$ cat src/rtl/bist_signature_unit_if.sv
// Strobe/response bundle between the BIST controller side and the signature unit.
interface bist_signature_unit_if #(
    parameter int unsigned PW = 8,
    parameter int unsigned SW = 16
);
    logic          init;
    logic          running;
    logic          toggle;
    logic          finish;
    logic [SW-1:0] cut_out;
    logic [PW-1:0] pattern_out;
    logic [SW-1:0] signature;
    logic [15:0]   sample_cnt;
    logic          result_valid;
    logic          pass;
    logic          fail;

    modport master (
        output init, running, toggle, finish, cut_out,
        input  pattern_out, signature, sample_cnt, result_valid, pass, fail
    );

    modport slave (
        input  init, running, toggle, finish, cut_out,
        output pattern_out, signature, sample_cnt, result_valid, pass, fail
    );
endinterface

$ cat src/rtl/bist_signature_unit.sv
// BIST stimulus generator (Galois LFSR) and response compactor (MISR) with
// end-of-test golden-signature compare.
module bist_signature_unit #(
    parameter int unsigned       PW        = 8,
    parameter logic [PW-1:0]     LFSR_POLY = 8'h1D,
    parameter logic [PW-1:0]     SEED      = 8'h01,
    parameter int unsigned       SW        = 16,
    parameter logic [SW-1:0]     MISR_POLY = 16'h1021,
    parameter logic [SW-1:0]     GOLDEN    = 16'h0000
) (
    input  logic                  clk,
    input  logic                  reset,
    bist_signature_unit_if.slave  bus
);
    localparam int unsigned CW = 16;

    typedef enum logic [2:0] {
        S_IDLE,
        S_ARMED,
        S_RUN,
        S_CHECK,
        S_DONE
    } state_t;

    state_t        r_state, w_state_n;
    logic [PW-1:0] r_lfsr,  w_lfsr_n;
    logic [SW-1:0] r_sig,   w_sig_n;
    logic [CW-1:0] r_cnt,   w_cnt_n;
    logic          r_valid, w_valid_n;
    logic          r_pass,  w_pass_n;
    logic          r_fail,  w_fail_n;
    logic          w_capture;

    function automatic logic [PW-1:0] lfsr_step(input logic [PW-1:0] v);
        return {v[PW-2:0], 1'b0} ^ (v[PW-1] ? LFSR_POLY : PW'(0));
    endfunction

    function automatic logic [SW-1:0] misr_step(input logic [SW-1:0] s,
                                                 input logic [SW-1:0] d);
        return {s[SW-2:0], 1'b0} ^ (s[SW-1] ? MISR_POLY : SW'(0)) ^ d;
    endfunction

    // State and datapath registers
    always_ff @(posedge clk or negedge reset) begin
        if (!reset) begin
            r_state <= S_IDLE;
            r_lfsr  <= SEED;
            r_sig   <= '0;
            r_cnt   <= '0;
            r_valid <= 1'b0;
            r_pass  <= 1'b0;
            r_fail  <= 1'b0;
        end else begin
            r_state <= w_state_n;
            r_lfsr  <= w_lfsr_n;
            r_sig   <= w_sig_n;
            r_cnt   <= w_cnt_n;
            r_valid <= w_valid_n;
            r_pass  <= w_pass_n;
            r_fail  <= w_fail_n;
        end
    end

    // Next-state and datapath update; init overrides everything
    always_comb begin
        w_state_n = r_state;
        w_lfsr_n  = r_lfsr;
        w_sig_n   = r_sig;
        w_cnt_n   = r_cnt;
        w_valid_n = r_valid;
        w_pass_n  = r_pass;
        w_fail_n  = r_fail;
        w_capture = bus.running && (r_state == S_ARMED || r_state == S_RUN);

        if (bus.init) begin
            w_state_n = S_ARMED;
            w_lfsr_n  = SEED;
            w_sig_n   = '0;
            w_cnt_n   = '0;
            w_valid_n = 1'b0;
            w_pass_n  = 1'b0;
            w_fail_n  = 1'b0;
        end else begin
            case (r_state)
                S_ARMED, S_RUN: begin
                    if (w_capture) begin
                        w_lfsr_n  = lfsr_step(r_lfsr);
                        w_sig_n   = misr_step(r_sig, bus.cut_out);
                        w_cnt_n   = (r_cnt == '1) ? r_cnt : r_cnt + CW'(1);
                        w_state_n = S_RUN;
                    end
                    if (bus.finish) begin
                        w_state_n = S_CHECK;
                    end
                end
                S_CHECK: begin
                    w_valid_n = 1'b1;
                    w_pass_n  = (r_sig == GOLDEN);
                    w_fail_n  = (r_sig != GOLDEN);
                    w_state_n = S_DONE;
                end
                default: ;
            endcase
        end
    end

    assign bus.pattern_out  = bus.toggle ? ~r_lfsr : r_lfsr;
    assign bus.signature    = r_sig;
    assign bus.sample_cnt   = r_cnt;
    assign bus.result_valid = r_valid;
    assign bus.pass         = r_pass;
    assign bus.fail         = r_fail;
endmodule

$ cat src/flat_wrapper.sv
// flat-port wrapper written by rule: the top's interface ports become plain ports
module bist_signature_unit_flat 
#(
    parameter int unsigned       PW        = 8,
    parameter logic [PW-1:0]     LFSR_POLY = 8'h1D,
    parameter logic [PW-1:0]     SEED      = 8'h01,
    parameter int unsigned       SW        = 16,
    parameter logic [SW-1:0]     MISR_POLY = 16'h1021,
    parameter logic [SW-1:0]     GOLDEN    = 16'h0000
)
  (clk, reset, bus_init, bus_running, bus_toggle, bus_finish, bus_cut_out, bus_pattern_out, bus_signature, bus_sample_cnt, bus_result_valid, bus_pass, bus_fail);
  bist_signature_unit_if #(.PW(PW), .SW(SW)) bus_i ();
  input  logic clk;
  input  logic reset;
  input wire logic [$bits(bus_i.init)-1:0] bus_init;
  input wire logic [$bits(bus_i.running)-1:0] bus_running;
  input wire logic [$bits(bus_i.toggle)-1:0] bus_toggle;
  input wire logic [$bits(bus_i.finish)-1:0] bus_finish;
  input wire logic [$bits(bus_i.cut_out)-1:0] bus_cut_out;
  output wire logic [$bits(bus_i.pattern_out)-1:0] bus_pattern_out;
  output wire logic [$bits(bus_i.signature)-1:0] bus_signature;
  output wire logic [$bits(bus_i.sample_cnt)-1:0] bus_sample_cnt;
  output wire logic [$bits(bus_i.result_valid)-1:0] bus_result_valid;
  output wire logic [$bits(bus_i.pass)-1:0] bus_pass;
  output wire logic [$bits(bus_i.fail)-1:0] bus_fail;
  assign bus_i.init = bus_init;
  assign bus_i.running = bus_running;
  assign bus_i.toggle = bus_toggle;
  assign bus_i.finish = bus_finish;
  assign bus_i.cut_out = bus_cut_out;
  assign bus_pattern_out = bus_i.pattern_out;
  assign bus_signature = bus_i.signature;
  assign bus_sample_cnt = bus_i.sample_cnt;
  assign bus_result_valid = bus_i.result_valid;
  assign bus_pass = bus_i.pass;
  assign bus_fail = bus_i.fail;
  bist_signature_unit #(.PW(PW), .LFSR_POLY(LFSR_POLY), .SEED(SEED), .SW(SW), .MISR_POLY(MISR_POLY), .GOLDEN(GOLDEN)) u_core (.clk(clk), .reset(reset), .bus(bus_i));
endmodule
$ cat config.mk
export PLATFORM = sky130hd
export DESIGN_NAME = bist_signature_unit_flat
export DESIGN_NICKNAME = d
export VERILOG_FILES = /design/src/rtl/bist_signature_unit_if.sv /design/src/rtl/bist_signature_unit.sv /design/src/flat_wrapper.sv
export SDC_FILE = /design/constraint.sdc
export NUM_CORES = 1
export LEC_CHECK = 0
export BUFFER_PORTS_ARGS = -buffer_cell sky130_fd_sc_hd__buf_2
export CORE_UTILIZATION = 35
export DETAILED_ROUTE_END_ITERATION = 10
export GPL_TIMING_DRIVEN = 0
export HOLD_SLACK_MARGIN = 0.12
export SLEW_MARGIN = 30
export SYNTH_ARGS = -nofsm -noshare
export SYNTH_HDL_FRONTEND = slang
export SYNTH_SLANG_ARGS = --single-unit
$ cat constraint.sdc
create_clock -name clk -period 2.33 [get_ports clk]
set_clock_uncertainty 0.1 [all_clocks]
set_input_delay 0.1165 -clock clk [delete_from_list [all_inputs] [get_ports clk]]
set_output_delay 0.1165 -clock clk [all_outputs]
set_load 0.03 [all_outputs]
==> results by group, run 1 <==
Synth
  – Net count after synthesis: 282
  – #FFs+latches synth: 46
  – Number of synthesized flops with an enable pin: 0
  – Sequential share of the synthesized area: 0.462
  – Library cells used by synthesis: 45
  – Avg Cell Area, Syn: 9.63 sq um
  – Yosys warnings: 0
  – Post-Synthesis Cells: 259
  – Most used DFF post-synth: dfrtp_1
  – Synthesized area: 0.00249 sq mm
  – Async SR Flop Fraction: 1.00

Layout
  – Commonest non-fill, non-tap cell in the layout: buf_2
  – Most frequent cells in the layout: buf_2, dfrtp_1, nor2_1
  – Final instance area: 0.00318 sq mm
  – Filler instances: 698
  – Ant. Diodes: 0
  – Area Overhead vs Synth: 27.6%
  – Final nets: 368
  – Fraction of layout cells with a size suffix above 1: 0.266

Floorplanning
  – Core area: 0.00683 sq mm
  – Starting Density: 0.365
  – Die area: 0.00747 sq mm
  – DIE WIDTH: 86.4 um
  – Site Rows: 30
  – Die Ht: 86.4 um
  – Ports: 65

Power
  – P per Cell Area: 706 mW/mm^2
  – Switching Power: 0.866 mW
  – Int Pwr: 1.38 mW
  – Gate power share: 0.336
  – Clk pwr share: 0.220
  – Seq pwr share: 0.444
  – Static Leakage: 1.43 nW
  – Switching share of power: 0.385
  – Max VDD drop: 0.255 mV

STA
  – Final setup viols: 0
  – RSZ-0062 raised after global routing: false
  – Actual slew at the worst max-slew pin: 0.605 ns
  – PnR worst setup slack: 0.268 ns
  – Fin. max-slew vios: 0
  – Tmin final: 2.06 ns
  – Hold Fails Final Rpt: 0
  – Slew headroom: 0.596
  – Period utilisation layout: 0.885
  – F_max: 0.485 GHz
  – Setup TNS: 0 ns

Global route
  – Antenna violations before repair: 0
  – Vias in the first global route: 2126
  – First-pass GRT wire length: 10.5 mm
  – Largest net degree at the start of global routing: 47
  – GRT Residual Overflow: 0
  – Total track usage: 0.182

Setup path
  – Critical-path cell list: xor2_2 -> nand2_2 -> a41oi_2 -> mux2_2
  – CP arrival: 2.15 ns
  – Critical path fanouts, max: 10
  – Worst path required time: 2.42 ns
  – CP endpoint kind: flip-flop
  – Crit path launch: u_core.r_state[0]
  – CP Launch Type: flip-flop
  – R2R Path Start: u_core.r_state[0]
  – Crit-path slowest cell: dfrtp_1
  – WS Path Type: flip-flop to flip-flop
  – CP peak stage delay: 0.46 ns

Detailed routing
  – DR WL/cell: 14.3 um
  – Iteration-0 DRC count of the detailed router: 116
  – Via count: 2229
  – Mean number of vias per cell: 5.04
  – ANT nets after route: 0
  – DRC viols: 0
  – DRT Pass-1 Iters: 4
  – Final Routed Wirelength: 6.32 mm

Flow run
  – MaxCap Viol Count: 0

Place
  – DP HPWL: 4.34 mm
  – Setup WS pre-CTS: 0.284 ns
  – Placed cell area: 0.00293 sq mm
  – Routability cong.: 0.779
  – IO buf count: 62

Clock tree
  – Htree depth: 2
  – Clk pin slew, worst setup/hold paths: 0.09 ns
  – CTS tree: yes
  – Clock buffer depth: 2
  – Total CTS buffers: 5
  – CTS root buffer: clkbuf_8
  – Clk_lat worst skew: 0.31 ns
  – CTS sink count: 46
  – Total setup buffers inserted after CTS: 0
  – Post-CTS sizing: 0

Run status
  – Status: finished, final reports clean

Hold path
  – Worst hold path class: input port to flip-flop
  – Hold_sp: bus_cut_out[12]
==> cell families after synthesis <==
kind of cell,Yosys count,share of synthesized area
xor+xnor,30,0.108
flops,46,0.462
simple gates,107,0.223
buf+inv,19,0.0336
compound gates,47,0.128
fa+ha+maj,1,0.00502
mux,9,0.0401
==> per-stage QoR <==
step,utilization,cells,hold slack [ns],power [mW]
floorplan,-,259,-0.279,1.52
global placement,0.428,417,0.262,1.74
detailed placement,0.428,417,0.0682,1.75
CTS,0.466,442,0.129,2.28
global route,0.466,442,0.188,2.38
finish,0.466,442,0.135,2.25
==> area by class of cell <==
type / instances / area (sq um) / share of cell area
multi-input combinational: 194 / 1260 / 0.395
sequential: 46 / 1150 / 0.362
timing repair buffer: 79 / 483 / 0.152
tap: 96 / 120 / 0.0377
clock buffer: 6 / 72.6 / 0.0228
buffer: 16 / 72.6 / 0.0228
clock inverter: 2 / 13.8 / 0.00432
inverter: 3 / 11.3 / 0.00354
==> final timing paths <==
kind                                       endpoint  slack [ns]  cells past startpoint
min in group asynchronous  u_core.bus.signature[15]        0.26                      2
max in group asynchronous  u_core.bus.sample_cnt[0]        1.43                      2
setup reg to reg           u_core.bus.sample_cnt[0]        0.27                      4
hold / removal             u_core.bus.signature[12]        0.13                      5
setup / recovery           u_core.bus.sample_cnt[0]        0.27                      4
hold reg to reg                    u_core.r_lfsr[0]        0.42                      2
==> metal layers <==
metal | vias to the layer above | global-route usage | share of wire
met4 | 0 | 0.0621 | 0.016
met1 | 1087 | 0.244 | 0.46
li1 | 1082 | - | -
met5 | - | 0 | 0
met3 | 9 | 0.0314 | 0.041
met2 | 51 | 0.297 | 0.48
==> synth_stat cells, types with 3 or more instances <==
cell	count	area share
nor2_1	36	0.054
dfrtp_1	45	0.45
buf_2	4	0.0080
nor3_1	3	0.0060
nand2_1	20	0.030
o21ai_0	3	0.0060
a21oi_1	17	0.034
nand3_1	7	0.014
mux2_2	8	0.036
xnor2_1	21	0.074
xor2_1	8	0.028
nor4_1	8	0.020
nand4_1	4	0.010
clkbuf_1	10	0.015
or4_1	3	0.0090
a211oi_1	18	0.054
nor2b_1	10	0.025
==> timing repair <==
action	CTS	global route
hold endpoints to repair	61	0
endpoints found under the setup margin	0	0
hold buffers	17	0
==> state kept, by name (all words and copies together), names as in the netlist <==
| signal | flops |
|---|---|
| u_core.bus.fail | 1 |
| u_core.bus.pass | 1 |
| u_core.r_lfsr | 8 |
| u_core.r_state | 3 |
| u_core.bus.sample_cnt | 16 |
| u_core.bus.signature | 16 |
| u_core.bus.result_valid | 1 |
==> critical path, delay by kind of cell, from the launching register on <==
kind | cells | cell delay (ns)
flip-flops | 1 | 0.46
XOR/XNOR | 1 | 0.41
multiplexers | 1 | 0.38
AO/OA/AOI/OAI | 1 | 0.34
AND/OR/NAND/NOR | 1 | 0.26
==> power groups by stage <==
stage	Sequential (mW)	Combinational (mW)	Clock [mW]
floorplan	1.12	0.403	0
global placement	1.01	0.723	0
detailed placement	1.01	0.736	0
CTS	0.999	0.761	0.516
global route	1.01	0.829	0.539
finish	0.999	0.755	0.494
No activity file was read; power rests on OpenSTA's default activity.
==> run 2, diff against run 1 <==
--- a/config.mk
+++ b/config.mk
@@ -5,6 +5,7 @@
 export SDC_FILE = /design/constraint.sdc
 export NUM_CORES = 1
 export LEC_CHECK = 0
+export ABC_AREA = 1
 export BUFFER_PORTS_ARGS = -buffer_cell sky130_fd_sc_hd__buf_2
 export CORE_UTILIZATION = 35
 export DETAILED_ROUTE_END_ITERATION = 10
==> run 2 against run 1 <==
Compared with the run above:
- first-iteration DRC count rose by 3.4%
- total power rose by 7.3%
- combinational power rose by 19%
- global-route usage fell by 0.55 points
- sequential cell count did not move
- final cell count rose by 11%
- clock power rose by 2%
- non-clock buffer count fell by 3
- synthesized area rose by 0.40%
- die area rose by 0.39%
- hold slack improved by 0.13 ns
- largest cell class unchanged
- highest routed layer unchanged
==> results by group, run 2 <==
Layout
  – Fraction of layout cells with a size suffix above 1: 0.226
  – Final nets: 415
  – Most frequent cells in the layout: nand2_1, buf_2, dfrtp_1
  – Area Overhead vs Synth: 29.3%
  – Ant. Diodes: 0
  – Commonest non-fill, non-tap cell in the layout: nand2_1

Power
  – Seq pwr share: 0.418
  – Gate power share: 0.374
  – Int Pwr: 1.43 mW
  – Switching share of power: 0.406
  – Max VDD drop: 0.353 mV
  – P per Cell Area: 745 mW/mm^2
  – Switching Power: 0.980 mW
  – Static Leakage: 1.63 nW
  – Clk pwr share: 0.208

Detailed routing
  – ANT nets after route: 0
  – Iteration-0 DRC count of the detailed router: 120
  – Mean number of vias per cell: 4.67
  – Final Routed Wirelength: 6.14 mm
  – DRT Pass-1 Iters: 6
  – DR WL/cell: 12.6 um
  – DRC viols: 0
  – Via count: 2285

Setup path
  – CP peak stage delay: 0.48 ns
  – Crit-path slowest cell: o21ai_0
  – CP endpoint kind: flip-flop
  – CP Launch Type: flip-flop
  – Critical-path cell list: ha_1 -> nand3_1 -> inv_2 -> nand2_4 -> nor2_4 -> o21ai_0 -> o21ai_0
  – Worst path required time: 2.39 ns
  – Most numerous cell on the critical path: o21ai_0
  – Reg2reg end: u_core.bus.sample_cnt[0]
  – Critical path fanouts, max: 5
  – Kind of cell adding the most delay to the critical path: compound AO/OA/AOI/OAI gates
  – Worst Reg-to-Reg Cells: 7
  – WS Path Type: flip-flop to flip-flop
  – Worst path bufs/invs: 1
  – CP arrival: 2.04 ns
  – R2R Path Start: u_core.bus.sample_cnt[0]
  – Flop2flop setup slack: 0.35 ns

Place
  – Setup WS pre-CTS: 0.374 ns
  – IO buf count: 62
  – Routability cong.: 0.788
  – DP HPWL: 4.33 mm

Synth
  – Post-Synthesis Cells: 302
  – Number of synthesized flops with an enable pin: 0
  – Most used DFF post-synth: dfrtp_1
  – Most frequent cell after synthesis: nand2_1
  – Net count after synthesis: 325
  – Synthesized area: 0.00250 sq mm
  – Synth area leaders: dfrtp_1, nand2_1, xnor2_1
  – Sequential share of the synthesized area: 0.460
  – Top cells by count, synth: nand2_1, dfrtp_1, inv_1, nor2_1, xnor2_1
  – Library cells used by synthesis: 29
  – Async SR Flop Fraction: 1.00
  – Yosys warnings: 0
  – Avg Cell Area, Syn: 8.29 sq um
  – Synth top area share: 0.450
  – #FFs+latches synth: 46
  – Largest area contributor in the netlist: dfrtp_1

Floorplanning
  – Site Rows: 30
  – Die area: 0.00750 sq mm
  – Die Ht: 86.6 um
  – DIE WIDTH: 86.6 um
  – Ports: 65
  – Starting Density: 0.364
  – Core area: 0.00687 sq mm

STA
  – Fin. max-slew vios: 0
  – RSZ-0062 raised after global routing: false
  – Final setup viols: 0
  – Hold Fails Final Rpt: 0
  – Setup TNS: 0 ns
  – Period utilisation layout: 0.850
  – Slew headroom: 0.593
  – Actual slew at the worst max-slew pin: 0.610 ns
  – F_max: 0.505 GHz
  – Tmin final: 1.98 ns
  – PnR worst setup slack: 0.349 ns

Global route
  – GRT Residual Overflow: 0
  – Total track usage: 0.176
  – Vias in the first global route: 2236
  – First-pass GRT wire length: 10.4 mm
  – Largest net degree at the start of global routing: 47
  – Antenna violations before repair: 0

Flow run
  – MaxCap Viol Count: 0

Clock tree
  – Clock buffer depth: 2
  – CTS tree: yes
  – CTS sink count: 46
  – Clk_lat worst skew: 0.30 ns
  – Post-CTS sizing: 0
  – Total CTS buffers: 5
  – Htree depth: 2
  – Clk pin slew, worst setup/hold paths: 0.09 ns
  – Post-CTS Hold Fix Bufs: 21
  – CTS root buffer: clkbuf_8
  – Total setup buffers inserted after CTS: 0

Hold path
  – Worst hold path class: input port to async pin

Run status
  – Status: finished, final reports clean
run 2: changes by cell type after synthesis, moves of 8 or more:
cell and change:
nand2_1 +67, inv_1 +30, a211oi_1 -18, nor2_1 -16, o22ai_1 +16, a21oi_1 -15
nand4_1 +12, nor2b_1 -10, mux2_2 -8, nor4_1 -8
run 2: layout make-up:
cell class | count | area (sq um)
Buffer | 9 | 48.8
Clock buffer | 5 | 68.8
Clock inverter | 3 | 21.3
Fill cell | 690 | 3630
Inverter | 36 | 135
Multi-Input combinational cell | 211 | 1170
Sequential cell | 46 | 1150
Tap cell | 96 | 120
Timing Repair Buffer | 83 | 523
run 2: stage by stage:
stage	hold slack [ns]	util	cell area, sq um	total power [mW]	cells
final	0.263	0.471	3240	2.41	489
after global routing	0.316	0.471	3240	2.56	489
after CTS	0.284	0.471	3240	2.43	489
after detailed placement	0.0659	0.428	2940	1.90	460
after global placement	0.270	0.427	2930	1.88	460
after floorplan	-0.279	-	2500	1.64	302
run 2: kinds of logic (layout without fill, tap and decap cells):
group	Yosys count	count (layout)	synth area share
AOI/OAI and AO/OA	36	36	0.0870
xor gates and xnor gates	33	33	0.115
adders and majority gates	1	1	0.00500
buffers and inverters	45	136	0.0735
DFF	46	46	0.460
and+or+nand+nor	141	141	0.259
run 2: worst reg2reg max path, cell delays in order (launching register included):
cell	delay [ns]
dfrtp_1	0.44
ha_1	0.24
nand3_1	0.21
inv_2	0.08
nand2_4	0.09
nor2_4	0.05
o21ai_0	0.48
o21ai_0	0.15
run 2: worst max-delay path by stage:
stage,to,startpoint,depth (start not counted),slack [ns]
2_1_floorplan,u_core.bus.sample_cnt[5],u_core.bus.sample_cnt[0],10,0.53
3_3_place_gp,u_core.bus.sample_cnt[0],u_core.bus.sample_cnt[0],7,0.39
3_5_place_dp,u_core.bus.sample_cnt[0],u_core.bus.sample_cnt[0],7,0.37
4_1_cts,u_core.bus.sample_cnt[0],u_core.bus.sample_cnt[0],7,0.36
5_1_grt,u_core.bus.sample_cnt[0],u_core.bus.sample_cnt[0],7,0.17
6_report,u_core.bus.sample_cnt[0],u_core.bus.sample_cnt[0],7,0.35
run 2: layer usage:
metal	vias to the layer above	wire (um)	GRT usage
li1	1152	-	-
met1	1077	2830	0.236
met2	52	3010	0.296
met3	4	241	0.0305
met4	0	57	0.0455
met5	-	0	0
run 2: power by group through the flow:
stage | clock (mW) | combinational [mW] | sequential, mW
2_1_floorplan | 0 | 0.467 | 1.17
4_1_cts | 0.513 | 0.906 | 1.01
5_1_grt | 0.538 | 0.993 | 1.03
3_3_place_gp | 0 | 0.859 | 1.02
3_5_place_dp | 0 | 0.870 | 1.03
6_report | 0.502 | 0.902 | 1.01
==> run 3, diff against run 2 <==
--- a/config.mk
+++ b/config.mk
@@ -11,6 +11,7 @@
 export DETAILED_ROUTE_END_ITERATION = 10
 export GPL_TIMING_DRIVEN = 0
 export HOLD_SLACK_MARGIN = 0.12
+export MAX_ROUTING_LAYER = met4
 export SLEW_MARGIN = 30
 export SYNTH_ARGS = -nofsm -noshare
 export SYNTH_HDL_FRONTEND = slang
==> run 3 against run 2 <==
Compared with the run above:
- non-clock buffer count is the same
- clock-buffer cell count is the same
- sequential power barely moved
- global-route usage rose by 0.57 points
- critical path depth unchanged
==> results by group, run 3 (same netlist as run 2, synthesis figures left out) <==
Run status
  – Status: finished, final reports clean

Setup path
  – Reg2reg end: u_core.bus.sample_cnt[0]
  – Worst Reg-to-Reg Cells: 7
  – CP endpoint kind: flip-flop
  – WS Path Type: flip-flop to flip-flop
  – Worst path required time: 2.39 ns
  – Flop2flop setup slack: 0.34 ns
  – Critical path fanouts, max: 5
  – Crit path to: u_core.bus.sample_cnt[0]
  – CP arrival: 2.04 ns
  – Crit path launch: u_core.bus.sample_cnt[0]
  – R2R Path Start: u_core.bus.sample_cnt[0]
  – CP Launch Type: flip-flop

STA
  – RSZ-0062 raised after global routing: false
  – Setup TNS: 0 ns
  – PnR worst setup slack: 0.342 ns
  – Hold Fails Final Rpt: 0
  – Tmin final: 1.99 ns
  – Fin. max-slew vios: 0
  – Slew headroom: 0.594
  – Final setup viols: 0
  – Final hold slack: 0.262 ns
  – Period utilisation layout: 0.853
  – F_max: 0.503 GHz
  – Actual slew at the worst max-slew pin: 0.608 ns

Floorplanning
  – Site Rows: 30
  – Die area: 0.00750 sq mm
  – Ports: 65
  – Core area: 0.00687 sq mm
  – Die Ht: 86.6 um
  – Starting Density: 0.364
  – DIE WIDTH: 86.6 um

Layout
  – Final instance area: 0.00324 sq mm
  – Commonest non-fill, non-tap cell in the layout: nand2_1
  – Fraction of layout cells with a size suffix above 1: 0.226
  – Filler instances: 690
  – Most frequent cells in the layout: nand2_1, buf_2, dfrtp_1
  – Area Overhead vs Synth: 29.3%
  – Final nets: 415
  – Ant. Diodes: 0

Clock tree
  – CTS tree: yes
  – Clock buffer depth: 2
  – Clk pin slew, worst setup/hold paths: 0.09 ns
  – Total CTS buffers: 5
  – Clk_lat worst skew: 0.30 ns
  – CTS root buffer: clkbuf_8
  – CTS sink count: 46
  – Htree depth: 2
  – Total setup buffers inserted after CTS: 0
  – Post-CTS sizing: 0

Global route
  – GR Util met2: 0.297
  – Total track usage: 0.182
  – M1 GR Usage: 0.235
  – Vias in the first global route: 2237
  – Antenna violations before repair: 0
  – First-pass GRT wire length: 10.4 mm
  – Largest net degree at the start of global routing: 47
  – Grt met3 use: 0.0314
  – GRT Residual Overflow: 0
  – GR peak layer: met2

Place
  – Placed cell area: 0.00294 sq mm
  – Routability cong.: 0.799
  – Setup WS pre-CTS: 0.374 ns
  – DP HPWL: 4.33 mm
  – IO buf count: 62

Flow run
  – MaxCap Viol Count: 0

Power
  – Max VDD drop: 0.353 mV
  – Static Leakage: 1.63 nW
  – P per Cell Area: 746 mW/mm^2
  – Tot Pwr: 2.41 mW

Detailed routing
  – Final Routed Wirelength: 6.13 mm
  – Mean number of vias per cell: 4.64
  – DR WL/cell: 12.5 um
  – Via count: 2271
  – ANT nets after route: 0
  – DRT Pass-1 Iters: 4
  – DRC viols: 0
  – Iteration-0 DRC count of the detailed router: 195

Hold path
  – Worst hold path class: input port to async pin
run 3: cell counts in the layout (fill, tap and decap cells not counted):
No cell type changed its count.
run 3: how the worst min path moves through the flow:
stage	startpoint	cells past startpoint	to	slack, ns
final	reset	2	u_core.bus.signature[8]	0.26
after global placement	reset	1	u_core.bus.signature[8]	0.27
after global routing	reset	2	u_core.bus.signature[8]	0.31
after detailed placement	reset	1	u_core.bus.signature[8]	0.07
after floorplan	reset	0	u_core.bus.fail	-0.28
after CTS	reset	2	u_core.bus.signature[8]	0.28
run 3: per-layer routing:
| metal | share of wire | vias to the layer above |
|---|---|---|
| met2 | 0.49 | 45 |
| met5 | 0 | - |
| met4 | 0.0090 | 0 |
| met1 | 0.47 | 1070 |
| met3 | 0.029 | 4 |
| li1 | - | 1152 |
run 3: repair_timing:
action / CTS / global route
hold buffers: 21 / 0
endpoints found under the hold margin: 65 / 0
setup endpoints to repair: 0 / 0
run 3: area by class of cell:
type,instances,area [sq um],area share
plain buffers,9,48.8,0.0151
clock buffers,5,68.8,0.0213
clock inverters,3,21.3,0.00657
inverters,36,135,0.0417
multi-input cells,211,1170,0.361
flip-flops and latches,46,1150,0.356
well taps,96,120,0.0371
repair buffers,83,523,0.162
run 3: stage by stage:
| stage | utilization | std cells |
|---|---|---|
| after detailed placement | 0.428 | 460 |
| after CTS | 0.471 | 489 |
| after global placement | 0.427 | 460 |
| after global routing | 0.471 | 489 |
| final | 0.471 | 489 |
| after floorplan | - | 302 |
run 3: worst max-delay path: stages, from the launching register on:
cell and delay, ns:
dfrtp_1 0.45, ha_1 0.24, nand3_1 0.20, inv_2 0.08, nand2_4 0.09, nor2_4 0.05, o21ai_0 0.47, o21ai_0 0.16
run 3: power breakdown:
group | internal [mW] | switching [mW]
Clock | 0.211 | 0.289
Combinational | 0.312 | 0.591
Sequential | 0.909 | 0.101
